File: src/rtl/param_proc_pkg.sv
// Shared opcode/state encodings and instruction field helpers for param_processor.
// Optional feature macro: PARAM_PROC_MUL_EN (opcode 12 becomes MUL).
package param_proc_pkg;

   typedef enum logic [3:0] {
      OP_NOP  = 4'd0,
      OP_LDI  = 4'd1,
      OP_MOV  = 4'd2,
      OP_ADD  = 4'd3,
      OP_SUB  = 4'd4,
      OP_AND  = 4'd5,
      OP_OR   = 4'd6,
      OP_XOR  = 4'd7,
      OP_ADDI = 4'd8,
      OP_JMP  = 4'd9,
      OP_JZ   = 4'd10,
      OP_HALT = 4'd11,
      OP_MUL  = 4'd12
   } opcode_e;

   typedef enum logic [2:0] {
      S_IDLE,
      S_FETCH,
      S_DECODE,
      S_EXECUTE,
      S_WRITEBACK,
      S_HALT
   } state_e;

   // Instructions are handled as zero-extended 64-bit words, so INSTR_W must not exceed 64.
   function automatic logic [3:0] f_opcode(input logic [63:0] instr, input int ra_w, input int data_w);
      return 4'((instr >> (2 * ra_w + data_w)) & 64'hF);
   endfunction

   function automatic logic [63:0] f_rd(input logic [63:0] instr, input int ra_w, input int data_w);
      return (instr >> (ra_w + data_w)) & ((64'd1 << ra_w) - 64'd1);
   endfunction

   function automatic logic [63:0] f_rs(input logic [63:0] instr, input int ra_w, input int data_w);
      return (instr >> data_w) & ((64'd1 << ra_w) - 64'd1);
   endfunction

   function automatic logic [63:0] f_imm(input logic [63:0] instr, input int data_w);
      return instr & ((64'd1 << data_w) - 64'd1);
   endfunction

   function automatic logic f_uses_imm(input logic [3:0] op);
      return (op == OP_LDI) || (op == OP_ADDI) || (op == OP_JMP) || (op == OP_JZ);
   endfunction

   function automatic logic f_updates_flags(input logic [3:0] op);
      case (op)
         OP_ADD, OP_SUB, OP_AND, OP_OR, OP_XOR, OP_ADDI: return 1'b1;
`ifdef PARAM_PROC_MUL_EN
         OP_MUL: return 1'b1;
`endif
         default: return 1'b0;
      endcase
   endfunction

   function automatic logic f_writes_rd(input logic [3:0] op);
      return (op == OP_LDI) || (op == OP_MOV) || f_updates_flags(op);
   endfunction

endpackage

File: src/rtl/param_proc_if.sv
// Load/run/debug bundle between a controller (master) and param_processor (slave).
interface param_proc_if #(
   parameter int DATA_W     = 8,
   parameter int REG_CNT    = 4,
   parameter int IMEM_DEPTH = 16
);
   localparam int RA_W    = $clog2(REG_CNT);
   localparam int PC_W    = $clog2(IMEM_DEPTH);
   localparam int INSTR_W = 4 + 2 * RA_W + DATA_W;

   logic               load_en;
   logic [PC_W-1:0]    load_addr;
   logic [INSTR_W-1:0] load_data;
   logic               run;
   logic               busy;
   logic               halted;
   logic [PC_W-1:0]    pc;
   logic               zero_flag;
   logic               carry_flag;
   logic [RA_W-1:0]    dbg_sel;
   logic [DATA_W-1:0]  dbg_data;

   modport master (
      output load_en, load_addr, load_data, run, dbg_sel,
      input  busy, halted, pc, zero_flag, carry_flag, dbg_data
   );

   modport slave (
      input  load_en, load_addr, load_data, run, dbg_sel,
      output busy, halted, pc, zero_flag, carry_flag, dbg_data
   );
endinterface

File: src/rtl/proc_alu.sv
// Combinational ALU for param_processor: result plus zero/carry flags.
// Optional feature macro: PARAM_PROC_MUL_EN (adds the opcode 12 multiplier).
module proc_alu
   import param_proc_pkg::*;
#(
   parameter int DATA_W = 8
) (
   input  logic [3:0]        opcode,
   input  logic [DATA_W-1:0] opa,
   input  logic [DATA_W-1:0] opb,
   output logic [DATA_W-1:0] result,
   output logic              zero,
   output logic              carry
);
   logic [DATA_W:0] sum;
   logic [DATA_W:0] diff;

   // The extra top bit is the carry-out for add and the borrow for subtract.
   assign sum  = {1'b0, opa} + {1'b0, opb};
   assign diff = {1'b0, opa} - {1'b0, opb};

`ifdef PARAM_PROC_MUL_EN
   logic [2*DATA_W-1:0] prod;
   assign prod = {{DATA_W{1'b0}}, opa} * {{DATA_W{1'b0}}, opb};
`endif

   always_comb begin
      result = opa;
      carry  = 1'b0;
      case (opcode)
         OP_LDI, OP_MOV:  result = opb;
         OP_ADD, OP_ADDI: begin
            result = sum[DATA_W-1:0];
            carry  = sum[DATA_W];
         end
         OP_SUB: begin
            result = diff[DATA_W-1:0];
            carry  = diff[DATA_W];
         end
         OP_AND: result = opa & opb;
         OP_OR:  result = opa | opb;
         OP_XOR: result = opa ^ opb;
`ifdef PARAM_PROC_MUL_EN
         OP_MUL: begin
            result = prod[DATA_W-1:0];
            carry  = |prod[2*DATA_W-1:DATA_W];
         end
`endif
         default: ;
      endcase
   end

   assign zero = (result == '0);
endmodule

File: src/rtl/param_processor.sv
// Multi-cycle FETCH/DECODE/EXECUTE/WRITEBACK processor with loadable imem and debug port.
module param_processor
   import param_proc_pkg::*;
#(
   parameter int DATA_W     = 8,
   parameter int REG_CNT    = 4,
   parameter int IMEM_DEPTH = 16
) (
   input  logic         clk,
   input  logic         reset,
   param_proc_if.slave  bus
);
   localparam int RA_W    = $clog2(REG_CNT);
   localparam int PC_W    = $clog2(IMEM_DEPTH);
   localparam int INSTR_W = 4 + 2 * RA_W + DATA_W;

   state_e              state_q, state_d;
   logic [PC_W-1:0]     pc_q;
   logic [INSTR_W-1:0]  ir_q;
   logic [DATA_W-1:0]   opa_q, opb_q, res_q;
   logic                zero_q, carry_q;
   logic [DATA_W-1:0]   rf_q [REG_CNT];
   logic [INSTR_W-1:0]  imem [IMEM_DEPTH];

   logic [3:0]          op;
   logic [RA_W-1:0]     rd, rs;
   logic [DATA_W-1:0]   imm;
   logic [DATA_W-1:0]   alu_result;
   logic                alu_zero, alu_carry;
   logic                parked, load_ok, start;

   assign op  = f_opcode(64'(ir_q), RA_W, DATA_W);
   assign rd  = RA_W'(f_rd(64'(ir_q), RA_W, DATA_W));
   assign rs  = RA_W'(f_rs(64'(ir_q), RA_W, DATA_W));
   assign imm = DATA_W'(f_imm(64'(ir_q), DATA_W));

   // Load has priority over run; both only act while parked in IDLE or HALT.
   assign parked  = (state_q == S_IDLE) || (state_q == S_HALT);
   assign load_ok = parked && bus.load_en;
   assign start   = parked && !bus.load_en && bus.run;

   proc_alu #(.DATA_W(DATA_W)) u_alu (
      .opcode (op),
      .opa    (opa_q),
      .opb    (opb_q),
      .result (alu_result),
      .zero   (alu_zero),
      .carry  (alu_carry)
   );

   always_ff @(posedge clk or negedge reset) begin
      if (!reset) state_q <= S_IDLE;
      else        state_q <= state_d;
   end

   always_comb begin
      state_d = state_q;
      case (state_q)
         S_IDLE, S_HALT: if (start) state_d = S_FETCH;
         S_FETCH:        state_d = S_DECODE;
         S_DECODE:       state_d = S_EXECUTE;
         S_EXECUTE:      state_d = S_WRITEBACK;
         S_WRITEBACK:    state_d = (op == OP_HALT) ? S_HALT : S_FETCH;
         default:        state_d = S_IDLE;
      endcase
   end

   // Instruction memory is deliberately left out of reset so a program survives it.
   always_ff @(posedge clk) begin
      if (load_ok) imem[bus.load_addr] <= bus.load_data;
   end

   always_ff @(posedge clk or negedge reset) begin
      if (!reset) begin
         pc_q    <= '0;
         ir_q    <= '0;
         opa_q   <= '0;
         opb_q   <= '0;
         res_q   <= '0;
         zero_q  <= 1'b0;
         carry_q <= 1'b0;
         for (int i = 0; i < REG_CNT; i++) rf_q[i] <= '0;
      end else begin
         case (state_q)
            S_IDLE, S_HALT: if (start) pc_q <= '0;
            S_FETCH:        ir_q <= imem[pc_q];
            S_DECODE: begin
               opa_q <= rf_q[rd];
               opb_q <= f_uses_imm(op) ? imm : rf_q[rs];
            end
            S_EXECUTE: begin
               res_q <= alu_result;
               if (f_updates_flags(op)) begin
                  zero_q  <= alu_zero;
                  carry_q <= alu_carry;
               end
            end
            S_WRITEBACK: begin
               if (f_writes_rd(op)) rf_q[rd] <= res_q;
               // HALT leaves pc on its own address.
               if (op == OP_JMP || (op == OP_JZ && zero_q)) pc_q <= PC_W'(imm);
               else if (op != OP_HALT)                     pc_q <= pc_q + PC_W'(1);
            end
            default: ;
         endcase
      end
   end

   assign bus.busy       = (state_q == S_FETCH) || (state_q == S_DECODE) ||
                           (state_q == S_EXECUTE) || (state_q == S_WRITEBACK);
   assign bus.halted     = (state_q == S_HALT);
   assign bus.pc         = pc_q;
   assign bus.zero_flag  = zero_q;
   assign bus.carry_flag = carry_q;
   assign bus.dbg_data   = rf_q[bus.dbg_sel];
endmodule

File: src/flat_wrapper.sv
// flat-port wrapper written by rule: the top's interface ports become plain ports
module param_processor_flat import param_proc_pkg::*;
#(
   parameter int DATA_W     = 8,
   parameter int REG_CNT    = 4,
   parameter int IMEM_DEPTH = 16
)
  (clk, reset, bus_load_en, bus_load_addr, bus_load_data, bus_run, bus_dbg_sel, bus_busy, bus_halted, bus_pc, bus_zero_flag, bus_carry_flag, bus_dbg_data);
  param_proc_if #(.DATA_W(DATA_W), .REG_CNT(REG_CNT), .IMEM_DEPTH(IMEM_DEPTH)) bus_i ();
  input  logic clk;
  input  logic reset;
  input wire logic [$bits(bus_i.load_en)-1:0] bus_load_en;
  input wire logic [$bits(bus_i.load_addr)-1:0] bus_load_addr;
  input wire logic [$bits(bus_i.load_data)-1:0] bus_load_data;
  input wire logic [$bits(bus_i.run)-1:0] bus_run;
  input wire logic [$bits(bus_i.dbg_sel)-1:0] bus_dbg_sel;
  output wire logic [$bits(bus_i.busy)-1:0] bus_busy;
  output wire logic [$bits(bus_i.halted)-1:0] bus_halted;
  output wire logic [$bits(bus_i.pc)-1:0] bus_pc;
  output wire logic [$bits(bus_i.zero_flag)-1:0] bus_zero_flag;
  output wire logic [$bits(bus_i.carry_flag)-1:0] bus_carry_flag;
  output wire logic [$bits(bus_i.dbg_data)-1:0] bus_dbg_data;
  assign bus_i.load_en = bus_load_en;
  assign bus_i.load_addr = bus_load_addr;
  assign bus_i.load_data = bus_load_data;
  assign bus_i.run = bus_run;
  assign bus_i.dbg_sel = bus_dbg_sel;
  assign bus_busy = bus_i.busy;
  assign bus_halted = bus_i.halted;
  assign bus_pc = bus_i.pc;
  assign bus_zero_flag = bus_i.zero_flag;
  assign bus_carry_flag = bus_i.carry_flag;
  assign bus_dbg_data = bus_i.dbg_data;
  param_processor #(.DATA_W(DATA_W), .REG_CNT(REG_CNT), .IMEM_DEPTH(IMEM_DEPTH)) u_core (.clk(clk), .reset(reset), .bus(bus_i));
endmodule
File: config.mk
export PLATFORM = sky130hd
export DESIGN_NAME = param_processor_flat
export DESIGN_NICKNAME = d
export VERILOG_FILES = /design/src/rtl/param_proc_pkg.sv /design/src/rtl/param_proc_if.sv /design/src/rtl/proc_alu.sv /design/src/rtl/param_processor.sv /design/src/flat_wrapper.sv
export SDC_FILE = /design/constraint.sdc
export NUM_CORES = 1
export LEC_CHECK = 0
export CAP_MARGIN = 20
export CELL_PAD_IN_SITES_DETAIL_PLACEMENT = 1
export CELL_PAD_IN_SITES_GLOBAL_PLACEMENT = 2
export CORE_UTILIZATION = 25
export CTS_BUF_LIST = sky130_fd_sc_hd__clkbuf_16
export DETAILED_ROUTE_END_ITERATION = 10
export GPL_TIMING_DRIVEN = 0
export PLACE_DENSITY_LB_ADDON = 0.1
export SLEW_MARGIN = 20
export SYNTH_ARGS = -nofsm -noshare
export SYNTH_HDL_FRONTEND = slang
export SYNTH_SLANG_ARGS = --single-unit
File: constraint.sdc
create_clock -name clk -period 6.1 [get_ports clk]
set_input_delay 1.22 -clock clk [delete_from_list [all_inputs] [get_ports clk]]
set_output_delay 1.22 -clock clk [all_outputs]
set_load 0.03 [all_outputs]
==> results of run 1 <==
## area by class of cell
| type | instances | area share, % |
|---|---|---|
| buffer | 52 | 1.23 |
| clock buffer | 41 | 5.74 |
| clock inverter | 32 | 1.51 |
| inverter | 35 | 0.735 |
| multi-input combinational | 532 | 27.8 |
| sequential | 337 | 54.3 |
| tap | 773 | 5.41 |
| timing repair buffer | 57 | 3.21 |
## cells by family (layout without fill, tap and decap cells)
kind of cell / count (synthesis) / in the layout / synth area share (%)
AO/OA/AOI/OAI: 175 / 175 / 7.85
XOR/XNOR: 7 / 7 / 0.460
adder cells (fa/ha/maj): 28 / 28 / 2.43
buffers and inverters: 87 / 217 / 2.34
flip-flops: 337 / 337 / 65.0
multiplexers: 153 / 153 / 16.6
AND/OR/NAND/NOR: 169 / 169 / 5.33
## per-layer routing
layer,up-vias,track usage [%],part of all wire (%)
met5,-,0,0
met4,0,4.14,1.9
met3,48,2.06,2.7
met2,128,27.2,51
met1,4604,20.4,45
li1,3977,-,-
## layout by cell type (no fill, tap or decap), types with 8 or more instances in the layout
master           netlist  layout
a21oi_1               27      27
buf_4                  2      10
mux2_2                34      34
clkbuf_16              0      41
mux4_2                73      73
o21ai_0               58      58
clkdlybuf4s50_1        0      38
nand2b_1               8       8
o221ai_1              38      38
nor3_1                13       9
mux2i_1               46      46
clkinv_1               0      10
clkbuf_1              33      33
dfrtp_1               81      81
buf_6                  1      10
nor2_1                46      34
buf_1                  9       8
inv_1                 34      43
ha_1                  25      25
edfxtp_1             256     256
nand2_1               63      63
## where the power goes
part           switching, mW  internal, mW
Clock                  0.994          1.36
Sequential             0.286          2.74
Combinational           1.72          1.09
Total                   3.00          5.19
## sequential cells by signal, summed over array words and instances, names as in the netlist, 3 cells and up
name and flops:
u_core.res_q 8, u_core.ir_q 16, u_core.state_q 3, u_core.imem 256
u_core.opa_q 8, u_core.opb_q 8, u_core.rf_q 32, u_core.bus.pc 4
## final timing paths
path                       slack, ns                  start               endpoint
setup / recovery                1.79         bus_dbg_sel[0]        bus_dbg_data[7]
hold / removal                  0.48  u_core.bus.carry_flag  u_core.bus.carry_flag
setup reg to reg                2.94       u_core.bus.pc[0]        u_core.ir_q[10]
hold reg to reg                 0.48  u_core.bus.carry_flag  u_core.bus.carry_flag
max in group asynchronous       4.95                  reset        u_core.rf_q[21]
min in group asynchronous       0.53                  reset        u_core.opa_q[3]
## through the flow
| stage | area, sq um | hold WS [ns] | util, % | cells |
|---|---|---|---|---|
| 2_1_floorplan | 15000 | 0.450 | - | 956 |
| 4_1_cts | 17900 | 0.491 | 30.3 | 1858 |
| 3_3_place_gp | 16300 | 0.482 | 27.6 | 1768 |
| 3_5_place_dp | 16600 | 0.478 | 28.1 | 1785 |
| 6_report | 17900 | 0.480 | 30.3 | 1859 |
| 5_1_grt | 17900 | 0.518 | 30.3 | 1859 |
==> impl_metrics.csv, run 1 <==
group,metric,value,unit
die,dieArea,60800,sq um
timing,slew_headroom,34.4,%
cts,numCtsBuffers,41,
die,core,59000,sq um
global_route,grt_pass1_wl,68.2,mm
global_route,antenna_found_initial,0,
timing,setup-violations-final,0,
setup_path,critPathRequiredTime,4.88,ns
place,dp_slack,1.73,ns
timing,setup_slack,1.79,ns
routing,routedWlPerCell,24.9,um
logic_synthesis,syn_inst,956,
worst_hold_path,hold_path.class,"reg -> reg",
cts,insertion_delay,0.56,ns
logic_synthesis,synth.area.top_cells,"edfxtp_1, dfrtp_1, mux4_2, mux2i_1, mux2_2",
place,dp_hpwl,33.2,mm
cts,htreeDepth,2,
worst_hold_path,hold_depth,1,
timing,tightest_slew,0.984,ns
setup_path,crit_path_max_fanout,8,
cts,cts_buffer_depth,3,
cts,clock-sinks,337,
logic_synthesis,synth_top_area_share,51.4,%
routing,drc,0,
logic_synthesis,synth_seq_cells,337,
global_route,grt_max_degree,56,
global_route,grt.overflow.total,0,
setup_path,crit_chain,"clkbuf_1, mux4_2, clkdlybuf4s50_1",
routing,postRouteAntennaNets,0,
place,port_buffers,39,
place,gp_congestion,0.722,
flow_run,cap_viol_max_count,0,
setup_path,cpMaxStageDelayCell,"mux4_2",
timing,fin_crit,4.31,ns
setup_path,crit_type,"in -> out",
logic_synthesis,yosysMostFrequentCell,"edfxtp_1",
cts,cts-resized-gates,0,
setup_path,start_kind,"input port",
power_and_ir_drop,p_leak,6.04,nW
timing,clock_skew,0.0166,ns
routing,drt_wl_total,46.2,mm
die,io_pins,42,
cells_and_area,regArea,9710,sq um
cells_and_area,area_growth,19.6,%
setup_path,critPathTopFamily,"buffers and inverters",
logic_synthesis,synth_common_cells,"edfxtp_1, dfrtp_1, mux4_2",
global_route,track_usage,15.7,%
logic_synthesis,ys_types,67,
setup_path,cp.depth,3,
power_and_ir_drop,total_power,8.19,mW
setup_path,cp.arrival,3.09,ns
routing,vias,8757,
timing,post-route-period-util,70.7,%
setup_path,reg2reg_depth,9,
logic_synthesis,yosysTopAreaCell,"edfxtp_1",
logic_synthesis,synth_fp_nets,1009,
routing,drtIter0Drc,506,
cells_and_area,drive_gt1_share,20.3,%
cells_and_area,fill_cells,6190,
routing,first_pass_iters,5,
cts,cts_hold_buf,0,
logic_synthesis,syn_area,15000,sq um
timing,report.final.hold_viol_count,0,
timing,rsz0062_at_grt,"false",
cells_and_area,multi_input_area,4970,sq um
logic_synthesis,yosysSeqAreaShare,65.0,%
timing,slew_viol_final,0,
logic_synthesis,async_reset_ff_share,24.0,%
logic_synthesis,ys.warnings.count,0,
setup_path,cp_slowest_stage_delay,0.64,ns
setup_path,path_buf_inv,2,
routing,vias_per_cell,4.71,
timing,finalSetupTns,0,ns
die,fp.dieH,247,um
die,initial_core_util,25.3,%
power_and_ir_drop,power.density,458,nW/um^2
die,num_rows,89,
logic_synthesis,syn_avg_cell_area,15.6,sq um
cells_and_area,n_antenna_cell,0,
global_route,grt_pass1_vias,9519,
logic_synthesis,synth_edf_count,256,
outcome,status,"finished clean",
power_and_ir_drop,peakVddDrop,0.207,mV
cts,cts_tree,"built",
setup_path,critPathCaptureType,"primary output",
cts,post_cts_buffers,0,
cts,cts-root-buf,"clkbuf_16",
cells_and_area,nets,1109,
die,die_x,247,um
logic_synthesis,ys.flop_type,"edfxtp_1",
timing,max_freq,232,MHz
cts,path_clk_slew,0.05,ns
(Power assumes the default switching activity.)
==> run 2, diff against run 1 <==
Clock period 6.1 ns to 4.1 ns, I/O delays scaled along.
==> results of run 2 <==
Same layout as run 1 (identical final DEF). Status: finished clean.
Among the figures that moved: setup slack after placement 1.73 ns -> 0.530 ns; clock-pin slew on the worst setup and hold paths 0.05 ns -> 0.06 ns; setup slack after layout 1.79 ns -> 0.589 ns; hold slack 0.480 ns -> 0.134 ns; register-to-register setup slack 2.94 ns -> 0.94 ns; total power 8.19 mW -> 12.2 mW; worst IR drop on VDD 0.207 mV -> 0.309 mV
==> run 3, diff against run 2 <==
Settings changed: CORE_UTILIZATION 25 to 35, REMOVE_ABC_BUFFERS set to 1, SLEW_MARGIN 20 to unset.
==> run 3 against run 2 <==
Via count fell by 2.3%. Non-clock buffer count fell by 42. Clock power rose by 3%. Register-to-register slack got worse by 0.11 ns. Setup slack got worse by 0.26 ns. Clock-buffer cell count fell by 1. Combinational power fell by 16%. Critical path type unchanged. Largest cell class unchanged.
==> impl_metrics.csv, run 3 (synthesis gave the netlist of run 1 again) <==
group,metric,value,unit
cts,clock-sinks,337,
cells_and_area,final_cell_mix,"edfxtp_1, dfrtp_1, mux4_2",
die,initial_core_util,35.6,%
timing,finalSetupTns,0,ns
cts,path_clk_slew,0.06,ns
routing,routedWlPerCell,25.1,um
setup_path,reg2reg_setup_slack,0.83,ns
global_route,grt_pass1_wl,60.5,mm
cells_and_area,top_regs,"u_core.imem: 256 flops, u_core.rf_q: 32 flops, u_core.ir_q: 16 flops",
routing,vias,8558,
routing,first_pass_iters,4,
worst_hold_path,hold_path.class,"in -> async",
setup_path,worstReg2RegStart,"u_core.bus.pc[1]",
setup_path,cp_slowest_stage_delay,0.89,ns
die,fp.dieH,209,um
global_route,grt_pass1_vias,9186,
place,gp_congestion,0.793,
timing,slew_headroom,26.5,%
cts,post_cts_buffers,0,
cts,cts-resized-gates,0,
cts,cts_tree,"built",
global_route,track_usage,18.9,%
global_route,grt_max_degree,55,
cts,numCtsBuffers,40,
timing,setup-violations-final,0,
place,dp_cells,1509,
timing,post-route-period-util,92.1,%
die,die_x,209,um
global_route,antenna_found_initial,1,
power_and_ir_drop,power.density,679,nW/um^2
cells_and_area,n_antenna_cell,0,
power_and_ir_drop,p_leak,6.06,nW
flow_run,cap_viol_max_count,0,
setup_path,cp.arrival,2.96,ns
timing,rsz0062_at_grt,"false",
setup_path,start_kind,"input port",
cells_and_area,instances_no_fill,1583,
place,dp_hpwl,26.8,mm
routing,drt_wl_total,39.7,mm
routing,vias_per_cell,5.41,
cells_and_area,layout_commonest_cell,"edfxtp_1",
cts,insertion_delay,0.57,ns
timing,fin_crit,3.78,ns
die,io_pins,42,
global_route,grt.overflow.total,0,
die,num_rows,75,
power_and_ir_drop,total_power,12.0,mW
setup_path,crit_top_cell,"clkdlybuf4s50_1",
routing,drc,0,
cells_and_area,nets,1066,
setup_path,crit_path_end,"bus_dbg_data[2]",
setup_path,reg2reg_depth,6,
setup_path,crit_path_max_fanout,8,
cells_and_area,largest_reg_flops,256,
timing,report.final.hold_viol_count,0,
power_and_ir_drop,peakVddDrop,0.343,mV
place,port_buffers,41,
cts,cts-root-buf,"clkbuf_16",
setup_path,r2r-end,"u_core.ir_q[11]",
setup_path,crit_type,"in -> out",
cells_and_area,top_register,"u_core.imem",
setup_path,cpMaxStageDelayCell,"clkdlybuf4s50_1",
cells_and_area,drive_gt1_share,21.6,%
outcome,status,"finished clean",
setup_path,critPathRequiredTime,3.28,ns
timing,clock_skew,0.0140,ns
routing,drtIter0Drc,597,
timing,slew_viol_final,0,
cts,cts_buffer_depth,3,
setup_path,crit_chain,"clkdlybuf4s50_1, mux4_2, clkdlybuf4s50_1",
routing,postRouteAntennaNets,0,
timing,max_freq,265,MHz
cells_and_area,area_growth,18.0,%
timing,tightest_slew,1.10,ns
die,dieArea,43600,sq um
setup_path,critPathCaptureType,"primary output",
cts,htreeDepth,2,
cells_and_area,utilization,42.0,%
cts,cts_hold_buf,0,
die,core,42000,sq um
setup_path,cp-startpoint,"bus_dbg_sel[0]",
[run 3: worst min-delay path by stage]
stage / from / to / slack, ns / cells after the start
final: reset / u_core.opb_q[3] / 0.23 / 1
after global routing: reset / u_core.opb_q[3] / 0.24 / 1
after CTS: reset / u_core.opb_q[3] / 0.22 / 1
after detailed placement: u_core.bus.carry_flag / u_core.bus.carry_flag / 0.47 / 1
after global placement: u_core.bus.carry_flag / u_core.bus.carry_flag / 0.46 / 1
after floorplan: u_core.ir_q[4] / u_core.ir_q[4] / 0.45 / 2
[run 3: metrics by stage]
stage / hold WS, ns / area [sq um] / setup WS (ns)
4_1_cts: 0.225 / 17600 / 0.280
6_report: 0.228 / 17600 / 0.325
2_1_floorplan: 0.450 / 14700 / -0.296
3_3_place_gp: 0.462 / 15800 / -2.28
3_5_place_dp: 0.467 / 16300 / 0.280
5_1_grt: 0.244 / 17600 / 0.222
[run 3: area by class of cell]
class | instances | area [sq um]
inverter | 35 | 131
clock inverter | 33 | 339
clock buffer | 40 | 1000
timing repair buffer | 67 | 831
tap | 539 | 674
sequential | 337 | 9720
fill | 4149 | 24400
multi-input combinational | 532 | 4940
[run 3: worst max-delay path: cells and delay by family]
family / cells / cell delay, ns
buf+inv: 2 / 1.50
mux: 1 / 0.63
[run 3: power by group]
group	total (mW)	switching [mW]	internal (mW)
sequential	4.82	0.746	4.08
clock	3.62	1.45	2.17
combinational	3.53	1.93	1.60
total	12.0	4.12	7.85
[run 3: routing by layer]
| layer | share of wire (%) | vias to the layer above | track usage (%) |
|---|---|---|---|
| met4 | 2.1 | 2 | 5.32 |
| li1 | - | 3888 | - |
| met5 | 0.043 | - | 0 |
| met3 | 3.1 | 56 | 3.34 |
| met2 | 51 | 124 | 32.1 |
| met1 | 44 | 4488 | 24.7 |
